`src/rtl/clock_switch_gen_if.sv`:
```
// Select input and switched-clock outputs of clock_switch_gen.
// The master side drives the select; the slave side (the switch) drives the status.
interface clock_switch_gen_if;
    logic sel_clkb;
    logic clk_o;
    logic active_b;
    logic switching;

    modport master (
        output sel_clkb,
        input  clk_o,
        input  active_b,
        input  switching
    );

    modport slave (
        input  sel_clkb,
        output clk_o,
        output active_b,
        output switching
    );
endinterface

```
`src/rtl/clock_switch_gen.sv`:
```
// Glitch-free switch between two divided clocks A and B generated from clk.
// clk_o is parked low during a handover and only resumes on a source's rising phase edge.
module clock_switch_gen #(
    parameter int unsigned HALF_A = 2,
    parameter int unsigned HALF_B = 7,
    parameter int unsigned CNT_W  = 8
) (
    input  logic               clk,
    input  logic               rst,
    clock_switch_gen_if.slave  bus
);

    localparam logic [CNT_W-1:0] A_LAST = CNT_W'(HALF_A - 1);
    localparam logic [CNT_W-1:0] B_LAST = CNT_W'(HALF_B - 1);

    typedef enum logic [1:0] {
        S_A   = 2'd0,
        S_A2B = 2'd1,
        S_B   = 2'd2,
        S_B2A = 2'd3
    } state_t;

    logic [CNT_W-1:0] cnt_a_q, cnt_a_d;
    logic [CNT_W-1:0] cnt_b_q, cnt_b_d;
    logic             phase_a_q, phase_a_d;
    logic             phase_b_q, phase_b_d;
    logic             sync1_q;
    logic             sel_s_q;
    state_t           state_q, state_d;
    logic             clk_o_q, clk_o_d;
    logic             active_b_q, active_b_d;
    logic             switching_q, switching_d;
    logic             rise_a_s, rise_b_s;

    // Free-running dividers: phase_x_d is the phase value after the coming edge.
    always_comb begin
        cnt_a_d   = cnt_a_q;
        phase_a_d = phase_a_q;
        cnt_b_d   = cnt_b_q;
        phase_b_d = phase_b_q;
        if (cnt_a_q == A_LAST) begin
            cnt_a_d   = '0;
            phase_a_d = ~phase_a_q;
        end else begin
            cnt_a_d   = cnt_a_q + CNT_W'(1);
            phase_a_d = phase_a_q;
        end
        if (cnt_b_q == B_LAST) begin
            cnt_b_d   = '0;
            phase_b_d = ~phase_b_q;
        end else begin
            cnt_b_d   = cnt_b_q + CNT_W'(1);
            phase_b_d = phase_b_q;
        end
    end

    assign rise_a_s = ~phase_a_q & phase_a_d;
    assign rise_b_s = ~phase_b_q & phase_b_d;

    // Handover FSM; entering a source drives clk_o high on the same edge so its first high phase is full.
    always_comb begin
        state_d = state_q;
        clk_o_d = 1'b0;
        case (state_q)
            S_A: begin
                clk_o_d = phase_a_d;
                if (sel_s_q && !phase_a_d) begin
                    state_d = S_A2B;
                end else begin
                    state_d = S_A;
                end
            end
            S_A2B: begin
                if (!sel_s_q) begin
                    if (rise_a_s) begin
                        state_d = S_A;
                        clk_o_d = 1'b1;
                    end else begin
                        state_d = S_A2B;
                    end
                end else if (rise_b_s) begin
                    state_d = S_B;
                    clk_o_d = 1'b1;
                end else begin
                    state_d = S_A2B;
                end
            end
            S_B: begin
                clk_o_d = phase_b_d;
                if (!sel_s_q && !phase_b_d) begin
                    state_d = S_B2A;
                end else begin
                    state_d = S_B;
                end
            end
            S_B2A: begin
                if (sel_s_q) begin
                    if (rise_b_s) begin
                        state_d = S_B;
                        clk_o_d = 1'b1;
                    end else begin
                        state_d = S_B2A;
                    end
                end else if (rise_a_s) begin
                    state_d = S_A;
                    clk_o_d = 1'b1;
                end else begin
                    state_d = S_B2A;
                end
            end
            default: begin
                state_d = S_A;
                clk_o_d = 1'b0;
            end
        endcase
        active_b_d  = (state_d == S_B)   || (state_d == S_A2B);
        switching_d = (state_d == S_A2B) || (state_d == S_B2A);
    end

    // All state, including the two-flop select synchronizer and the registered outputs.
    always_ff @(posedge clk) begin
        if (rst) begin
            cnt_a_q     <= '0;
            cnt_b_q     <= '0;
            phase_a_q   <= 1'b0;
            phase_b_q   <= 1'b0;
            sync1_q     <= 1'b0;
            sel_s_q     <= 1'b0;
            state_q     <= S_A;
            clk_o_q     <= 1'b0;
            active_b_q  <= 1'b0;
            switching_q <= 1'b0;
        end else begin
            cnt_a_q     <= cnt_a_d;
            cnt_b_q     <= cnt_b_d;
            phase_a_q   <= phase_a_d;
            phase_b_q   <= phase_b_d;
            sync1_q     <= bus.sel_clkb;
            sel_s_q     <= sync1_q;
            state_q     <= state_d;
            clk_o_q     <= clk_o_d;
            active_b_q  <= active_b_d;
            switching_q <= switching_d;
        end
    end

    assign bus.clk_o     = clk_o_q;
    assign bus.active_b  = active_b_q;
    assign bus.switching = switching_q;

endmodule

```
`src/flat_wrapper.sv`:
```
// flat-port wrapper written by rule: the top's interface ports become plain ports
module clock_switch_gen_flat 
#(
    parameter int unsigned HALF_A = 2,
    parameter int unsigned HALF_B = 7,
    parameter int unsigned CNT_W  = 8
)
  (clk, rst, bus_sel_clkb, bus_clk_o, bus_active_b, bus_switching);
  clock_switch_gen_if bus_i ();
  input  logic clk;
  input  logic rst;
  input wire logic [$bits(bus_i.sel_clkb)-1:0] bus_sel_clkb;
  output wire logic [$bits(bus_i.clk_o)-1:0] bus_clk_o;
  output wire logic [$bits(bus_i.active_b)-1:0] bus_active_b;
  output wire logic [$bits(bus_i.switching)-1:0] bus_switching;
  assign bus_i.sel_clkb = bus_sel_clkb;
  assign bus_clk_o = bus_i.clk_o;
  assign bus_active_b = bus_i.active_b;
  assign bus_switching = bus_i.switching;
  clock_switch_gen #(.HALF_A(HALF_A), .HALF_B(HALF_B), .CNT_W(CNT_W)) u_core (.clk(clk), .rst(rst), .bus(bus_i));
endmodule
```
`config.mk`:
```
export PLATFORM = sky130hd
export DESIGN_NAME = clock_switch_gen_flat
export DESIGN_NICKNAME = d
export VERILOG_FILES = /design/src/rtl/clock_switch_gen_if.sv /design/src/rtl/clock_switch_gen.sv /design/src/flat_wrapper.sv
export SDC_FILE = /design/constraint.sdc
export NUM_CORES = 1
export LEC_CHECK = 0
export ABC_CLOCK_PERIOD_IN_PS = 5400
export BUFFER_PORTS_ARGS = -buffer_cell sky130_fd_sc_hd__buf_2
export CELL_PAD_IN_SITES_DETAIL_PLACEMENT = 0
export CELL_PAD_IN_SITES_GLOBAL_PLACEMENT = 1
export CORE_ASPECT_RATIO = 1.25
export CORE_MARGIN = 3
export CORE_UTILIZATION = 40
export CTS_CLUSTER_DIAMETER = 50
export DETAILED_ROUTE_END_ITERATION = 7
export PLACE_DENSITY = 0.69
export SYNTH_ARGS = -nofsm -noshare
export SYNTH_HDL_FRONTEND = slang
export SYNTH_SLANG_ARGS = --single-unit
```
`constraint.sdc`:
```
create_clock -name clk -period 5.4 [get_ports clk]
set_input_delay 1.08 -clock clk [delete_from_list [all_inputs] [get_ports clk]]
set_output_delay 1.08 -clock clk [all_outputs]
set_load 0.02 [all_outputs]
```
# Yosys cells after proc, flatten, opt, wreduce, memory -nomap -nowiden
# Cells that the tools add are included.
[op_classes] add_sub_neg=2 muxes=15 n_eq_ne=8 bitwise_logic=4 n_reduce_logical=11
[op_table] operator="8-bit by 1-bit adder with 8-bit output (second input constant)" n=2
[op_table] operator="1-bit 2-to-1 mux" n=9
[op_table] operator="2-bit == test (second input constant)" n=4
[op_table] operator="8-bit by 1-bit == test with 1-bit output (second input constant)" n=1
[op_table] operator="8-bit by 3-bit == test with 1-bit output (second input constant)" n=1
[op_table] operator="2-bit 2-to-1 mux" n=4
[op_table] operator="2-bit case mux with 4 select lines" n=1
[op_table] operator="2-bit OR reduction" n=3
[op_table] operator="2-bit by 1-bit == test with 1-bit output (second input constant)" n=2
[op_table] operator="1-bit logical NOT" n=3
[op_table] operator="1-bit case mux with 3 select lines" n=1
[op_table] operator="1-bit AND" n=2
[op_table] operator="1-bit logical AND" n=2
[op_table] operator="2-bit logical NOT" n=1
[op_table] operator="1-bit logical OR" n=2
[op_table] operator="1-bit inverter" n=2
[totals] word_cells=50 ff_bits=25 in_bits=3

# Depth between registers and ports, before layout
# Gate-level depths: netlist (run 1).
[depth] ltp_word=8 depth_mapped=9

# Worst setup path after synthesis (run 1)
# No wires, ideal clock.
[synth_timing] kind="register -> register" from="register u_core.cnt_a_q[0]" to="register u_core.active_b_q (netlist: u_core.bus.active_b)" required_time_ps=5283 path_buffers=0 period_less_slack_ps=2166 setup_slack_ps=3234 arrival_ps=2049 stages_incl_launch_ff=9 path_cell_list="dfxtp_1 -> ha_1 -> or4b_1 -> nor4_2 -> ha_1 -> nand2b_1 -> mux4_2 -> xnor2_1 -> nor2_1"
[synth_via] elab_chain_cells=8 word_cells_on_any_way=14 cone_classes="eq/ne: 3; mux: 7; bitwise: 1; reduce/logical: 3"
[synth_lines] item="start: declaration" line="clock_switch_gen.sv:23" text="logic [CNT_W-1:0] cnt_a_q, cnt_a_d;"
[synth_lines] item="start signal: assignment" line="clock_switch_gen.sv:134" text="cnt_a_q <= cnt_a_d;"
[synth_lines] item="8-bit by 1-bit == test with 1-bit output (*)" line="clock_switch_gen.sv:41" text="if (cnt_a_q == A_LAST) begin"
[synth_lines] item="1-bit 2-to-1 mux (*)" line="clock_switch_gen.sv:41"
[synth_lines] item="1-bit AND or 1-bit logical NOT (tied branches)" line="clock_switch_gen.sv:57, clock_switch_gen.sv:67"
[synth_lines] item="2-bit 2-to-1 mux, or another cell as far along" line="clock_switch_gen.sv:104" text="end else if (rise_a_s) begin"
[synth_lines] item="2-bit 2-to-1 mux, or another cell as far along" line="clock_switch_gen.sv:97" text="if (sel_s_q) begin"
[synth_lines] item="2-bit case mux with 4 select lines (*)" line="clock_switch_gen.sv:64" text="case (state_q)"
[synth_lines] item="2-bit == test or 2-bit by 1-bit == test with 1-bit output (tied branches)" line="clock_switch_gen.sv:116" text="active_b_d = (state_d == S_B) || (state_d == S_A2B);"
[synth_lines] item="1-bit logical OR (*)" line="clock_switch_gen.sv:116"
[synth_lines] item="end signal: assignment" line="clock_switch_gen.sv:142" text="active_b_q <= active_b_d;"
[synth_lines] item="end: declaration" line="clock_switch_gen.sv:31" text="logic active_b_q, active_b_d;"
# Every way passes the cells marked *; elsewhere a longest branch is shown, timed or not.
# A chain may end at the register's enable or synchronous reset.

# Final worst setup path (run 1)
# Same ends and word-level chain as after synthesis.

==> flow_summary.yaml, run 1 <==
run_status:
  status: "finished, final reports clean"
global_routing:
  antenna_found_initial: 0
  grt_pass1_vias: 687
  track_usage_pct: 11.1
  use_met3_pct: 2.15
  grt.busiest_layer: "met2"
  grt_overflow: 0
  grt_pass1_wl_um: 2690
  grt_max_degree: 15
  use_met1_pct: 11.3
  met2_usage_pct: 19.4
final_layout:
  antenna_cells: 0
  final_util_pct: 46.1
  drive_gt1_share_pct: 13.5
  area_growth_pct: 9.19
  nNetsFinal: 123
route:
  via_per_inst: 4.71
  wire_per_inst_um: 10.2
  drc: 0
  wl_um: 1470
  vias: 678
  first_pass_iters: 2
  drt_iter0_drc: 18
  ant_nets: 0
die:
  die_y_um: 62.9
  die_w_um: 51.5
  core-area_sq_um: 2450
  die-area_sq_um: 3240
  start_util_pct: 42.2
  row_count: 20
  io_pins: 6
sta:
  setup_viol_count_final: 0
  skew_ns: 0.0168
  setup_tns_ns: 0
  finalCriticalPeriod_ns: 2.27
  slew_viol_final: 0
  tightestPinTransition_ns: 0.316
  fmax_mhz: 441
  rsz0062_at_grt: "no"
  hold_viol_final: 0
  slew_headroom_pct: 78.8
  finalCritPeriodShare_pct: 42.0
yosys:
  yosys_warnings: 0
  synth-seq-area-share_pct: 46.4
  synth_nets: 116
  syn_inst: 105
  synth_area_sq_um: 1030
  yosysTopAreaCell: "dfxtp_1"
  netlist.area_leader.share_pct: 46.4
  syn_area_per_cell_sq_um: 9.85
  synth.area.top_cells: "dfxtp_1 46%, ha_1 9.7%, nor2_1 8.0%"
  ys_ff_latch: 24
  ys_types: 28
worst_setup_path:
  worstSetupPathType: "register to register"
  worstPathArrival_ns: 2.50
  crit_top_cell: "ha_1"
  endpoint_kind: "register"
  cp_max_fo: 5
  crit_family: "simple AND/OR/NAND/NOR gates"
  cp-start-kind: "register"
  max_stage_delay_ns: 0.49
  slowest_stage: "mux4_2"
  required_ns: 5.63
  cp_num_buf_inv: 0
  path_cells: "ha_1, or4b_1, nor4_2, ha_1, nand2b_1, mux4_2, xnor2_1, nor2_1"
clocking:
  htreeDepth: 1
  hold_buffers: 0
  cts_resized: 0
  cts_made_buffers: 3
  clock_latency_ns: 0.32
  cts_setup_buffers: 0
  clk_pin_slew_ns: 0.14
  cts_tree: "yes"
  clk_path_buf_depth: 2
  cts_sinks: 24
  root_buffer: "clkbuf_4"
power:
  vdd_ir_drop_max_mv: 0.151
  p_per_area_nw_per_um2: 322
  p_leak_nw: 0.471
min_path:
  hold_class: "register to register"
place:
  io_buffers: 5
  place.gp.congestion: 0.662
  dp_hpwl_um: 1130
run:
  drv_cap: 0
==> synth_stat cells <==
master    number
nand3_1        6
and4_2         1
or2_1          2
nor2_1        22
or4b_1         1
dfxtp_1       24
and3_2         1
nor4_2         1
nor2b_2        1
buf_4          1
ha_1           8
mux4_2         1
and3_1         2
a22oi_1        1
buf_6          1
nand2_1        4
mux2i_1        1
xor2_1         7
a21o_1         1
nor3_2         1
a31oi_1        1
nand4_1        1
buf_2          1
nand2b_1       1
xnor2_1        6
or4_1          1
nor2b_1        2
inv_1          5
==> registers in the layout, indices dropped and copies added (netlist names) <==
name / count
u_core.phase_b_q: 1
u_core.phase_a_q: 1
u_core.sel_s_q: 1
u_core.sync1_q: 1
u_core.cnt_a_q: 8
u_core.state_q: 1
u_core.bus.active_b: 1
u_core.bus.clk_o: 1
u_core.bus.switching: 1
u_core.cnt_b_q: 8
==> worst reg2reg max path: stages, from the launching register on <==
cell      delay (ns)
dfxtp_1         0.41
ha_1            0.16
or4b_1          0.44
nor4_2          0.25
ha_1            0.19
nand2b_1        0.06
mux4_2          0.49
xnor2_1         0.14
nor2_1          0.05
==> metrics by stage <==
stage | worst slack (ns) | instance area (sq um) | cells | power (W) | hold slack, ns
after floorplan | 3.23 | 1030 | 105 | 0.000233 | 0.414
after global placement | 3.16 | 1080 | 140 | 0.000239 | 0.419
after detailed placement | 3.12 | 1080 | 140 | 0.000240 | 0.429
after CTS | 3.11 | 1130 | 144 | 0.000369 | 0.460
after global routing | 2.98 | 1130 | 144 | 0.000382 | 0.471
final | 3.13 | 1130 | 144 | 0.000363 | 0.457
==> layer usage <==
metal | wire length (um) | vias up
li1 | - | 358
met4 | 35 | 0
met2 | 766 | 6
met5 | 0 | -
met3 | 39 | 4
met1 | 631 | 310
==> report_power, final <==
part | switching (W) | internal (W)
clock network | 0.0000533 | 0.0000751
logic | 0.0000229 | 0.0000179
registers | 0.00000668 | 0.000187
==> layout make-up <==
cell class	instances	area [sq um]
Fill cell	275	1320
Clock buffer	3	22.5
Tap cell	33	41.3
Sequential cell	24	480
Inverter	5	18.8
Multi-Input combinational cell	73	512
Clock inverter	1	30.0
Timing Repair Buffer	5	25.0
==> worst paths after layout <==
path | startpoint | to | slack [ns] | cells past startpoint
worst max-delay path | u_core.cnt_a_q[0]$_SDFF_PP0_ | u_core.bus.active_b$_SDFF_PP0_ | 3.13 | 8
worst min-delay path | u_core.sync1_q$_SDFF_PP0_ | u_core.sel_s_q$_SDFF_PP0_ | 0.46 | 1
worst max register to register | u_core.cnt_a_q[0]$_SDFF_PP0_ | u_core.bus.active_b$_SDFF_PP0_ | 3.13 | 8
worst min register to register | u_core.sync1_q$_SDFF_PP0_ | u_core.sel_s_q$_SDFF_PP0_ | 0.46 | 1
==> cell usage in the layout (no fill, tap or decap), types with 2 or more instances in the layout <==
cell type / synthesis / routed
dfxtp_1: 24 / 24
xor2_1: 7 / 7
nand2_1: 4 / 4
nor2_1: 22 / 22
nor2b_1: 2 / 2
clkbuf_4: 0 / 3
xnor2_1: 6 / 6
or2_1: 2 / 2
and3_1: 2 / 2
buf_2: 1 / 5
ha_1: 8 / 8
inv_1: 5 / 5
nand3_1: 6 / 6
==> logic make-up (layout without fill, tap and decap cells) <==
group / count (synthesis) / after routing / synth area share (%)
buf+inv: 8 / 14 / 4.11
compound gates: 3 / 3 / 2.06
xor+xnor: 13 / 13 / 11.0
mux: 2 / 2 / 3.14
fa+ha+maj: 8 / 8 / 9.67
simple gates: 47 / 47 / 23.6
flops: 24 / 24 / 46.4
Note: power is estimated with default switching activity, not from simulation.
==> run 2, diff against run 1 <==
--- a/config.mk
+++ b/config.mk
@@ -5,7 +5,7 @@
 export SDC_FILE = /design/constraint.sdc
 export NUM_CORES = 1
 export LEC_CHECK = 0
-export ABC_CLOCK_PERIOD_IN_PS = 5400
+export ABC_CLOCK_PERIOD_IN_PS = 2400
 export BUFFER_PORTS_ARGS = -buffer_cell sky130_fd_sc_hd__buf_2
 export CELL_PAD_IN_SITES_DETAIL_PLACEMENT = 0
 export CELL_PAD_IN_SITES_GLOBAL_PLACEMENT = 1
==> constraint.sdc (replaced) <==
create_clock -name clk -period 2.4 [get_ports clk]
set_input_delay 0.48 -clock clk [delete_from_list [all_inputs] [get_ports clk]]
set_output_delay 0.48 -clock clk [all_outputs]
set_load 0.02 [all_outputs]
==> run 2 against run 1 <==
Die area unchanged. Cell count stayed put. Hold slack worse by 0.086 ns. Clock power increased by 63%. Clock skew down 0.013 ns. Critical path depth grew 1. Critical path type unchanged. Largest cell class unchanged.
==> flow_summary.yaml, run 2 (same netlist as run 1, synthesis figures left out) <==
worst_setup_path:
  r2r_end: "u_core.bus.active_b$_SDFF_PP0_"
  path_cells: "inv_1, ha_1, or4b_1, nor4_4, ha_1, nand2b_1, mux4_2, xnor2_1, nor2_1"
  cp_max_fo: 4
  cp-start-kind: "register"
  crit_top_cell: "ha_1"
  slowest_stage: "mux4_2"
  endpoint_kind: "register"
  worstSetupPathType: "register to register"
  max_stage_delay_ns: 0.49
  reg2regPathDepth: 9
  required_ns: 2.61
  worstPathArrival_ns: 2.44
  r2r_slack_ns: 0.17
  timing.rr.start: "u_core.cnt_a_q[1]$_SDFF_PP0_"
sta:
  setup_slack_ns: 0.172
  hold_viol_final: 0
  slew_headroom_pct: 80.1
  fmax_mhz: 449
  finalCriticalPeriod_ns: 2.23
  skew_ns: 0.00364
  setup_tns_ns: 0
  rsz0062_at_grt: "no"
  slew_viol_final: 0
  finalCritPeriodShare_pct: 92.8
  tightestPinTransition_ns: 0.299
  setup_viol_count_final: 0
clocking:
  clk_path_buf_depth: 2
  hold_buffers: 0
  clk_pin_slew_ns: 0.13
  clock_latency_ns: 0.31
  htreeDepth: 1
  cts_sinks: 24
  cts_tree: "yes"
  root_buffer: "clkbuf_4"
  cts_made_buffers: 3
die:
  die_y_um: 62.9
  row_count: 20
  die_w_um: 51.5
  die-area_sq_um: 3240
  io_pins: 6
  core-area_sq_um: 2450
  start_util_pct: 42.2
final_layout:
  nNetsFinal: 123
  layout_common_cells: "23 x dfxtp_1, 22 x nor2_1, 8 x ha_1"
  reg_top3: "u_core.cnt_a_q x8, u_core.cnt_b_q x8"
  area_growth_pct: 8.59
  drive_gt1_share_pct: 14.4
  final_common_cell: "dfxtp_1"
  antenna_cells: 0
  final_util_pct: 45.8
power:
  p_leak_nw: 0.466
  vdd_ir_drop_max_mv: 0.353
  p_per_area_nw_per_um2: 660
global_routing:
  grt_pass1_vias: 680
  track_usage_pct: 10.9
  grt_max_degree: 14
  grt_pass1_wl_um: 2670
  antenna_found_initial: 0
  grt_overflow: 0
min_path:
  hold_depth: 2
  min_from: "bus_sel_clkb"
  whs_endpoint: "u_core.sync1_q$_SDFF_PP0_"
  hold_class: "input pin to register"
route:
  vias: 668
  drt_iter0_drc: 2
  wl_um: 1450
  via_per_inst: 4.64
  drc: 0
  ant_nets: 0
  first_pass_iters: 4
  wire_per_inst_um: 10.1
run_status:
  status: "finished, final reports clean"
run:
  drv_cap: 0
place:
  place.gp.congestion: 0.658
  dp_slack_ns: 0.114
  dp_hpwl_um: 1090
  io_buffers: 5
-- run 2: report_power, final --
part | total [W] | leakage, nW | internal (W) | switching, W
sequential | 0.000437 | 0.196 | 0.000422 | 0.0000148
clock | 0.000208 | 0.0210 | 0.0000925 | 0.000116
combinational | 0.0000957 | 0.250 | 0.0000419 | 0.0000538
total | 0.000741 | 0.466 | 0.000557 | 0.000185
-- run 2: worst max path at each step --
stage	cells past startpoint	slack, ns	to	start
2_1_floorplan	8	0.23	u_core.bus.active_b$_SDFF_PP0_	u_core.cnt_a_q[0]$_SDFF_PP0_
3_3_place_gp	8	0.16	u_core.bus.active_b$_SDFF_PP0_	u_core.cnt_a_q[0]$_SDFF_PP0_
3_5_place_dp	8	0.11	u_core.bus.active_b$_SDFF_PP0_	u_core.cnt_a_q[0]$_SDFF_PP0_
4_1_cts	8	0.11	u_core.bus.active_b$_SDFF_PP0_	u_core.cnt_a_q[0]$_SDFF_PP0_
5_1_grt	9	0.0004	u_core.bus.active_b$_SDFF_PP0_	u_core.cnt_a_q[1]$_SDFF_PP0_
6_report	9	0.17	u_core.bus.active_b$_SDFF_PP0_	u_core.cnt_a_q[1]$_SDFF_PP0_
-- run 2: worst max-delay path, delay by kind of cell, from the launching register on --
| kind | cells | cell delay, ns |
|---|---|---|
| xor gates and xnor gates | 1 | 0.15 |
| adders and majority gates | 2 | 0.30 |
| buffers and inverters | 1 | 0.06 |
| DFF | 1 | 0.35 |
| muxes | 1 | 0.49 |
| and+or+nand+nor | 4 | 0.80 |
-- run 2: per-layer routing --
layer / GRT usage, % / up-vias / part of all wire [%]
met5: 0 / - / 0
met4: 6.89 / 0 / 1.4
met3: 2.15 / 2 / 2.5
met2: 18.6 / 4 / 51
met1: 11.7 / 305 / 45
li1: - / 357 / -
-- run 2: final cells by class --
class / instances / area [sq um]
Clock buffer: 4 / 36.3
Multi-Input combinational cell: 73 / 520
Tap cell: 33 / 41.3
Sequential cell: 24 / 482
Inverter: 5 / 18.8
Fill cell: 273 / 1330
Timing Repair Buffer: 5 / 25.0
-- run 2: stage by stage --
step	instance area [sq um]	cells	hold slack [ns]	power [W]
2_1_floorplan	1030	105	0.414	0.000524
6_report	1120	144	0.371	0.000741
4_1_cts	1110	144	0.356	0.000750
5_1_grt	1120	144	0.391	0.000784
3_3_place_gp	1080	140	0.419	0.000538
3_5_place_dp	1080	140	0.436	0.000540
-- run 2: repair_timing --
| item | 4_1_cts | 5_1_grt |
|---|---|---|
| resized for setup | 0 | 2 |
| setup endpoints to repair | 0 | 1 |
| setup buffers | 0 | 0 |
